`config.mk`:
```
export PLATFORM = sky130hd
export DESIGN_NAME = pc_fetch_stage
export DESIGN_NICKNAME = d
export VERILOG_FILES = /design/src/rtl/fetch_pkg.sv /design/src/rtl/npc_sel_mux.sv /design/src/rtl/pc_fetch_stage.sv
export SDC_FILE = /design/constraint.sdc
export NUM_CORES = 1
export LEC_CHECK = 0
export CORE_ASPECT_RATIO = 1.25
export CORE_MARGIN = 10
export CORE_UTILIZATION = 45
export CTS_CLUSTER_DIAMETER = 60
export DETAILED_ROUTE_END_ITERATION = 8
export PLACE_DENSITY = 0.77
export SETUP_SLACK_MARGIN = 0.5
export SLEW_MARGIN = 0
export SYNTH_ARGS = -nofsm -noshare
export SYNTH_HDL_FRONTEND = slang
export SYNTH_HIERARCHICAL = 1
export SYNTH_SLANG_ARGS = --single-unit
```
`constraint.sdc`:
```
create_clock -name clk -period 7.25 [get_ports clk]
set_clock_uncertainty 0.05 [all_clocks]
set_input_delay 1.8125 -clock clk [delete_from_list [all_inputs] [get_ports clk]]
set_output_delay 1.8125 -clock clk [all_outputs]
set_load 0.05 [all_outputs]
```
`src/rtl/fetch_pkg.sv`:
```
// rtl/fetch_pkg.sv - shared pc_sel encodings, fetch FSM states and reset PC for the fetch stage
package fetch_pkg;

  localparam logic [1:0] PC_SEL_SEQ    = 2'b00;
  localparam logic [1:0] PC_SEL_BRANCH = 2'b01;
  localparam logic [1:0] PC_SEL_JUMP   = 2'b10;
  localparam logic [1:0] PC_SEL_RSVD   = 2'b11;

  localparam logic [31:0] DEFAULT_RESET_PC = 32'h0000_0000;

  typedef enum logic [1:0] {
    ST_IDLE = 2'd0,
    ST_REQ  = 2'd1,
    ST_HOLD = 2'd2,
    ST_ERR  = 2'd3
  } fetch_state_e;

  // A redirect only counts when it names a real target source
  function automatic logic redirect_taken(input logic redirect, input logic [1:0] sel);
    return redirect && ((sel == PC_SEL_BRANCH) || (sel == PC_SEL_JUMP));
  endfunction

endpackage

```
`src/rtl/npc_sel_mux.sv`:
```
// rtl/npc_sel_mux.sv - combinational next-PC selector over pc+4, branch and jump targets
module npc_sel_mux
  import fetch_pkg::*;
#(
  parameter int XLEN = 32
) (
  input  logic [1:0]      sel,
  input  logic [XLEN-1:0] pc_plus4,
  input  logic [XLEN-1:0] branch_tgt,
  input  logic [XLEN-1:0] jump_tgt,
  output logic [XLEN-1:0] npc
);

  // Reserved encoding falls back to the sequential path
  always_comb begin
    npc = pc_plus4;
    case (sel)
      PC_SEL_BRANCH:           npc = branch_tgt;
      PC_SEL_JUMP:             npc = jump_tgt;
      PC_SEL_SEQ, PC_SEL_RSVD: npc = pc_plus4;
    endcase
  end

endmodule

```
`src/rtl/pc_fetch_stage.sv`:
```
// rtl/pc_fetch_stage.sv - PC fetch stage; define MISALIGN_TRAP_EN to trap misaligned redirect targets
module pc_fetch_stage
  import fetch_pkg::*;
#(
  parameter int              XLEN     = 32,
  parameter logic [XLEN-1:0] RESET_PC = XLEN'(DEFAULT_RESET_PC)
) (
  input  logic            clk,
  input  logic            reset,
  input  logic            redirect,
  input  logic [1:0]      pc_sel,
  input  logic [XLEN-1:0] branch_tgt,
  input  logic [XLEN-1:0] jump_tgt,
  output logic            imem_req,
  output logic [XLEN-1:0] imem_addr,
  input  logic            imem_ack,
  input  logic [XLEN-1:0] imem_rdata,
  output logic            inst_valid,
  input  logic            inst_ready,
  output logic [XLEN-1:0] inst_out,
  output logic [XLEN-1:0] inst_pc,
  output logic            fetch_err
);

  fetch_state_e    state, state_next;
  logic [XLEN-1:0] pc, pc_d;
  logic [XLEN-1:0] hold_addr, hold_d;
  logic [XLEN-1:0] inst_out_q, inst_pc_q;
  logic [XLEN-1:0] pc_plus4, npc, target;
  logic            drop, drop_d;
  logic            capture;
  logic            take;
  logic [1:0]      mux_sel;

  assign take     = redirect_taken(redirect, pc_sel);
  assign pc_plus4 = pc + XLEN'(4);
  assign mux_sel  = take ? pc_sel : PC_SEL_SEQ;

  npc_sel_mux #(.XLEN(XLEN)) u_npc_sel_mux (
    .sel        (mux_sel),
    .pc_plus4   (pc_plus4),
    .branch_tgt (branch_tgt),
    .jump_tgt   (jump_tgt),
    .npc        (npc)
  );

`ifdef MISALIGN_TRAP_EN
  logic misaligned;
  assign target     = npc;
  assign misaligned = take && (npc[1:0] != 2'b00);
  assign fetch_err  = (state == ST_ERR);
`else
  localparam logic [XLEN-1:0] ALIGN_MASK = ~XLEN'(3);
  assign target    = take ? (npc & ALIGN_MASK) : npc;
  assign fetch_err = 1'b0;
`endif

  // While a dropped request is still outstanding the old address stays on the bus
  assign imem_addr  = drop ? hold_addr : pc;
  assign inst_valid = (state == ST_HOLD);
  assign inst_out   = inst_out_q;
  assign inst_pc    = inst_pc_q;

  // FSM state register
  always_ff @(posedge clk or posedge reset) begin
    if (reset) state <= ST_IDLE;
    else       state <= state_next;
  end

  // Next-state, request strobe and datapath control
  always_comb begin
    state_next = state;
    pc_d       = pc;
    drop_d     = drop;
    hold_d     = hold_addr;
    capture    = 1'b0;
    imem_req   = 1'b0;
    case (state)
      ST_IDLE: begin
        state_next = ST_REQ;
        if (take) pc_d = target;
      end
      ST_REQ: begin
        imem_req = 1'b1;
        if (imem_ack) begin
          drop_d = 1'b0;
          if (take) begin
            pc_d = target;
          end else if (!drop) begin
            capture    = 1'b1;
            pc_d       = target;
            state_next = ST_HOLD;
          end
        end else if (take) begin
          pc_d = target;
          if (!drop) begin
            drop_d = 1'b1;
            hold_d = pc;
          end
        end
      end
      ST_HOLD: begin
        if (take) begin
          pc_d       = target;
          state_next = ST_REQ;
        end else if (inst_ready) begin
          state_next = ST_REQ;
        end
      end
      default: begin
        state_next = state;
      end
    endcase
`ifdef MISALIGN_TRAP_EN
    if (misaligned && (state != ST_ERR)) begin
      state_next = ST_ERR;
      drop_d     = 1'b0;
    end
`endif
  end

  // PC, dropped-request tracking and decode-side registers
  always_ff @(posedge clk or posedge reset) begin
    if (reset) begin
      pc         <= RESET_PC;
      hold_addr  <= RESET_PC;
      drop       <= 1'b0;
      inst_out_q <= '0;
      inst_pc_q  <= '0;
    end else begin
      pc        <= pc_d;
      hold_addr <= hold_d;
      drop      <= drop_d;
      if (capture) begin
        inst_out_q <= imem_rdata;
        inst_pc_q  <= pc;
      end
    end
  end

endmodule

```
==> flow_summary.toml, run 1 <==
[outcome]
status = "completed"

[worst_setup_path]
startpoint_type = "flip-flop"
slowest_stage = "dfrtp_2"
reg2reg_slack_ns = 4.52
slowest_delay_ns = 0.95
crit_chain = "mux2_2 > clkdlybuf4s50_1"
arrival_ns = 2.54
path_class = "flip-flop to output pin"
r2r_end = "inst_pc[17]"
crit_buf_inv = 1
crit_required_ns = 5.39
crit_fanout = 37
critPathTopFamily = "flip-flops"
worstRegToRegCells = 5
worstReg2RegStart = "drop"
crit_path_end_kind = "output pin"

[synthesis]
yosysWarnings = 6
postSynthCellCount = 546
yosys.area.top_type = "dfrtp_1"
synth_area_leaders = "dfrtp_1 48%, mux2_2 17%, mux2_4 10%"
ys_seq_elements = 131
synth_common_cells = "131 x dfrtp_1, 105 x mux2_2, 51 x nand2_1"
syn_avg_cell_area_um2 = 12.6
ys.flop_type = "dfrtp_1"
synth_top_cell_area_share = 0.475
yosysUniqueCellTypes = 41
yosys.cell_count.top_type = "dfrtp_1"
synth_area_um2 = 6900
seq_area_frac_synth = 0.475
synth_edf_count = 0
synth_nets = 652
async_flop_share = 1.00

[drt]
vias = 5005
drt-pass1-iter-count = 5
wl_met2_um = 9970
wl_per_cell_um = 20.8
routed_wirelength_um = 19200
viasPerCell = 5.42
postRouteAntennaNets = 0
wl_met3_um = 1490
wl_met1_um = 7480
first_iter_violations = 248
drc = 0
top_layer = "met4"

[cells_and_area]
antenna_cells = 0
nNetsFinal = 834
seqCellArea_um2 = 3280
multi_input_area_um2 = 3250
area_growth_pct = 36.8
drive_gt1_frac = 0.270
fill_cells = 1176
fin_area_um2 = 9440

[hold_path]
hp-class = "flip-flop to flip-flop"
min_to = "hold_addr[8]"
hp-start = "hold_addr[8]"
worstHoldPathCells = 1

[sta]
grt_setup_unrepaired = "false"
setup-tns-final_ns = 0
min_period_ns = 4.40
drv_slew = 0
post-route-period-util = 0.607
tightest_slew_ns = 1.28
setup_viol = 0
hold_viol_final = 0
fmax_mhz = 227
relSlewSlack = 0.148

[power_and_ir_drop]
cellLeakagePower_nw = 4.09
seqPwrFrac = 0.293
internal_power_mw = 2.59
netSwitchingPower_mw = 2.01
powerDensity_nw_per_um2 = 487
pwr-share-clk = 0.190
peakVddDrop_mv = 0.248
power.share.combinational = 0.517
swShare = 0.437

[grt]
antenna_found_initial = 0
grt_pass1_vias = 5420
grt_pass1_wl_um = 29600
track_usage = 0.185
grt_overflow = 0
grt_start_max_net_pins = 85

[floorplanning]
initial_core_util = 0.460
core_area_um2 = 15000
die_w_um = 131
dieArea_um2 = 20700
ioPinCount = 202
rows = 50
dieHeight_um = 158

[clock_tree]
path_clk_slew_ns = 0.06
cts.sinks = 131
cts_max_level = 4
cts_hold_buf = 0
cts_resized = 0
cts_setup_buffers = 0
numCtsBuffers = 17
cts_tree = "yes"
cts_buffer_depth = 2
cts_root_buf = "clkbuf_16"
clk_latency_ns = 0.42

[placement]
placed_area_um2 = 8830
numPortBuffers = 200
place_congestion = 0.823
dp_hpwl_um = 13400

[run]
max-cap-violations = 0
-- area by class of cell --
| class | instances | share of cell area |
|---|---|---|
| Inverter | 9 | 0.00411 |
| Clock buffer | 19 | 0.0469 |
| Multi-Input combinational cell | 364 | 0.344 |
| Clock inverter | 13 | 0.0167 |
| Timing Repair Buffer | 205 | 0.216 |
| Sequential cell | 131 | 0.348 |
| Tap cell | 182 | 0.0241 |
-- through the flow --
stage,cells,util,setup slack (ns),total power [mW],hold slack [ns]
after floorplan,546,-,1.89,3.00,0.414
after global placement,891,0.588,2.76,3.69,0.424
after detailed placement,891,0.588,2.63,3.75,0.440
after CTS,923,0.628,2.81,4.64,0.453
after global routing,923,0.628,2.71,4.82,0.471
final,923,0.628,2.85,4.60,0.451
-- worst max path at each step --
stage                     slack [ns]  depth (start not counted)            end  startpoint
after floorplan                 1.89                          1           drop       reset
after global placement          2.76                          8          pc[9]   pc_sel[0]
after detailed placement        2.63                          8         pc[23]   pc_sel[1]
after CTS                       2.81                          2  imem_addr[30]        drop
after global routing            2.71                          3   imem_addr[2]        drop
final                           2.85                          2  imem_addr[30]        drop
-- registers in the layout, indices dropped and copies added, names as in the netlist --
register / flops
pc: 32
state: 2
hold_addr: 32
inst_pc: 32
drop: 1
inst_out: 32
-- kinds of logic (layout without fill, tap and decap cells) --
kind of cell	count (synthesis)	in the layout	synth area share
adder cells (fa/ha/maj)	3	3	0.00544
XOR/XNOR	29	29	0.0368
other	1	1	0.000544
multiplexers	155	155	0.279
AO/OA/AOI/OAI	75	75	0.0691
AND/OR/NAND/NOR	101	101	0.0796
buffers and inverters	51	246	0.0542
flip-flops	131	131	0.475
-- metal layers --
metal / global-route usage / vias up
li1: - / 2320
met5: 0 / -
met2: 0.326 / 173
met4: 0.0621 / 0
met3: 0.0629 / 17
met1: 0.202 / 2495
-- power by group through the flow --
| stage | clock network (mW) | logic, mW | registers, mW |
|---|---|---|---|
| 3_5_place_dp | 0 | 2.39 | 1.36 |
| 2_1_floorplan | 0 | 1.24 | 1.76 |
| 4_1_cts | 0.888 | 2.40 | 1.35 |
| 5_1_grt | 0.924 | 2.50 | 1.40 |
| 3_3_place_gp | 0 | 2.35 | 1.33 |
| 6_report | 0.873 | 2.38 | 1.35 |
-- cell usage in the layout, fill, tap and decap left out, types with 3 or more instances in the layout --
cell | netlist | routed
xor2_1 | 4 | 4
inv_6 | 0 | 3
a22oi_1 | 32 | 32
clkbuf_16 | 0 | 17
and3_1 | 7 | 7
bufinv_16 | 0 | 3
mux2_2 | 105 | 105
o2bb2ai_1 | 3 | 3
o21ai_1 | 30 | 30
dfrtp_1 | 131 | 130
clkdlybuf4s50_1 | 0 | 200
nand3_1 | 10 | 10
nor2_1 | 5 | 5
nand2_1 | 51 | 51
mux2_4 | 48 | 48
xnor2_1 | 25 | 25
clkinv_2 | 0 | 5
nand4_1 | 11 | 11
buf_4 | 6 | 5
o21ai_0 | 6 | 6
inv_1 | 9 | 8
Note: power is estimated with default switching activity, not from simulation.
==> inputs of run 2 (changes only) <==
--- a/config.mk
+++ b/config.mk
@@ -7,7 +7,7 @@
 export LEC_CHECK = 0
 export CORE_ASPECT_RATIO = 1.25
 export CORE_MARGIN = 10
-export CORE_UTILIZATION = 45
+export CORE_UTILIZATION = 43
 export CTS_CLUSTER_DIAMETER = 60
 export DETAILED_ROUTE_END_ITERATION = 8
 export PLACE_DENSITY = 0.77
==> constraint.sdc (replaced) <==
create_clock -name clk -period 3.8 [get_ports clk]
set_clock_uncertainty 0.05 [all_clocks]
set_input_delay 0.95 -clock clk [delete_from_list [all_inputs] [get_ports clk]]
set_output_delay 0.95 -clock clk [all_outputs]
set_load 0.05 [all_outputs]
==> flow_summary.toml, run 2 (synthesis results as in run 1) <==
[cells_and_area]
drive_gt1_frac = 0.275
final_cell_mix = "196 x clkdlybuf4s50_1, 130 x dfrtp_1, 105 x mux2_2"
fin_area_um2 = 9590
postLayoutCoreUtil = 0.611
nNetsFinal = 838
antenna_cells = 0
area_growth_pct = 39.0
layout_commonest_cell = "clkdlybuf4s50_1"

[power_and_ir_drop]
peakVddDrop_mv = 0.518
powerDensity_nw_per_um2 = 928
pwr-share-clk = 0.197
netSwitchingPower_mw = 3.86
swShare = 0.433
p_total_mw = 8.90
power.share.combinational = 0.511
seqPwrFrac = 0.292
cellLeakagePower_nw = 4.16
internal_power_mw = 5.04

[sta]
drv_slew = 0
relSlewSlack = 0.494
min_period_ns = 3.35
hold_viol_final = 0
grt_setup_unrepaired = "true"
setup-tns-final_ns = 0
tightest_slew_ns = 0.757
fmax_mhz = 299
setup_viol = 0
post-route-period-util = 0.881

[placement]
dp_hpwl_um = 14400
place_congestion = 0.846
numPortBuffers = 200
placed_area_um2 = 8940

[drt]
postRouteAntennaNets = 0
drc = 0
routed_wirelength_um = 19500
wl_per_cell_um = 20.4
vias = 4992
first_iter_violations = 275
viasPerCell = 5.22
drt-pass1-iter-count = 4

[worst_setup_path]
slowest_delay_ns = 0.78
path_class = "flip-flop to output pin"
crit_start = "drop"
crit_fanout = 37
crit_buf_inv = 1
crit_chain = "mux2_2 > clkdlybuf4s50_1"
startpoint_type = "flip-flop"
critPathTopFamily = "flip-flops"
slowest_stage = "dfrtp_4"
worstReg2RegStart = "pc[2]"
arrival_ns = 2.35
crit_path_end_kind = "output pin"
crit_required_ns = 2.80

[clock_tree]
cts_setup_buffers = 0
clk_latency_ns = 0.41
cts.sinks = 131
cts_tree = "yes"
numCtsBuffers = 17
cts_root_buf = "clkbuf_16"
path_clk_slew_ns = 0.06
cts_max_level = 4
cts_buffer_depth = 2

[grt]
grt_start_max_net_pins = 45
grt_pass1_vias = 5378
antenna_found_initial = 0
grt_pass1_wl_um = 31300
grt_overflow = 0
track_usage = 0.183

[floorplanning]
rows = 51
initial_core_util = 0.440
core_area_um2 = 15700
ioPinCount = 202
dieArea_um2 = 21500
die_w_um = 133
dieHeight_um = 162

[outcome]
status = "completed"

[run]
max-cap-violations = 0

[hold_path]
hp-start = "hold_addr[10]"
hp-class = "flip-flop to flip-flop"
run 2: timing repair:
action                                  in CTS  in global routing
endpoints found under the setup margin      32                 31
hold buffers                                 0                  0
gates resized for setup                      3                  2
run 2: cell type report:
cell class                      count  area (um2)
Multi-Input combinational cell    364        3250
Tap cell                          212         265
Clock inverter                     12         178
Inverter                            9        37.5
Clock buffer                       20         467
Fill cell                        1284        6110
Sequential cell                   131        3280
Timing Repair Buffer              209        2110
run 2: per-stage QoR:
stage / cells / hold WS (ns) / setup WS [ns]
2_1_floorplan: 546 / 0.414 / 0.933
3_3_place_gp: 925 / 0.424 / 0.578
3_5_place_dp: 925 / 0.436 / 0.523
4_1_cts: 957 / 0.450 / 0.461
5_1_grt: 957 / 0.464 / 0.389
6_report: 957 / 0.449 / 0.450
run 2: path summary, 6_finish.rpt:
kind | endpoint | slack (ns) | cells past startpoint
max | imem_addr[9] | 0.45 | 2
min | hold_addr[10] | 0.45 | 1
max reg2reg | pc[18] | 1.16 | 8
min reg2reg | hold_addr[10] | 0.45 | 1
max in group asynchronous | hold_addr[2] | 1.79 | 3
min in group asynchronous | inst_out[11] | 0.97 | 2
run 2: per-layer routing:
metal  global-route usage  wire length [um]
met1                0.219              8050
met2                0.310             10000
met3               0.0506              1070
met4               0.0605               385
met5                    0                 0
run 2: power groups by stage:
stage / logic [mW] / registers [mW] / clock network [mW]
floorplan: 2.36 / 3.36 / 0
detailed placement: 4.57 / 2.61 / 0
global placement: 4.50 / 2.56 / 0
global route: 4.78 / 2.69 / 1.86
CTS: 4.59 / 2.60 / 1.79
finish: 4.54 / 2.60 / 1.76
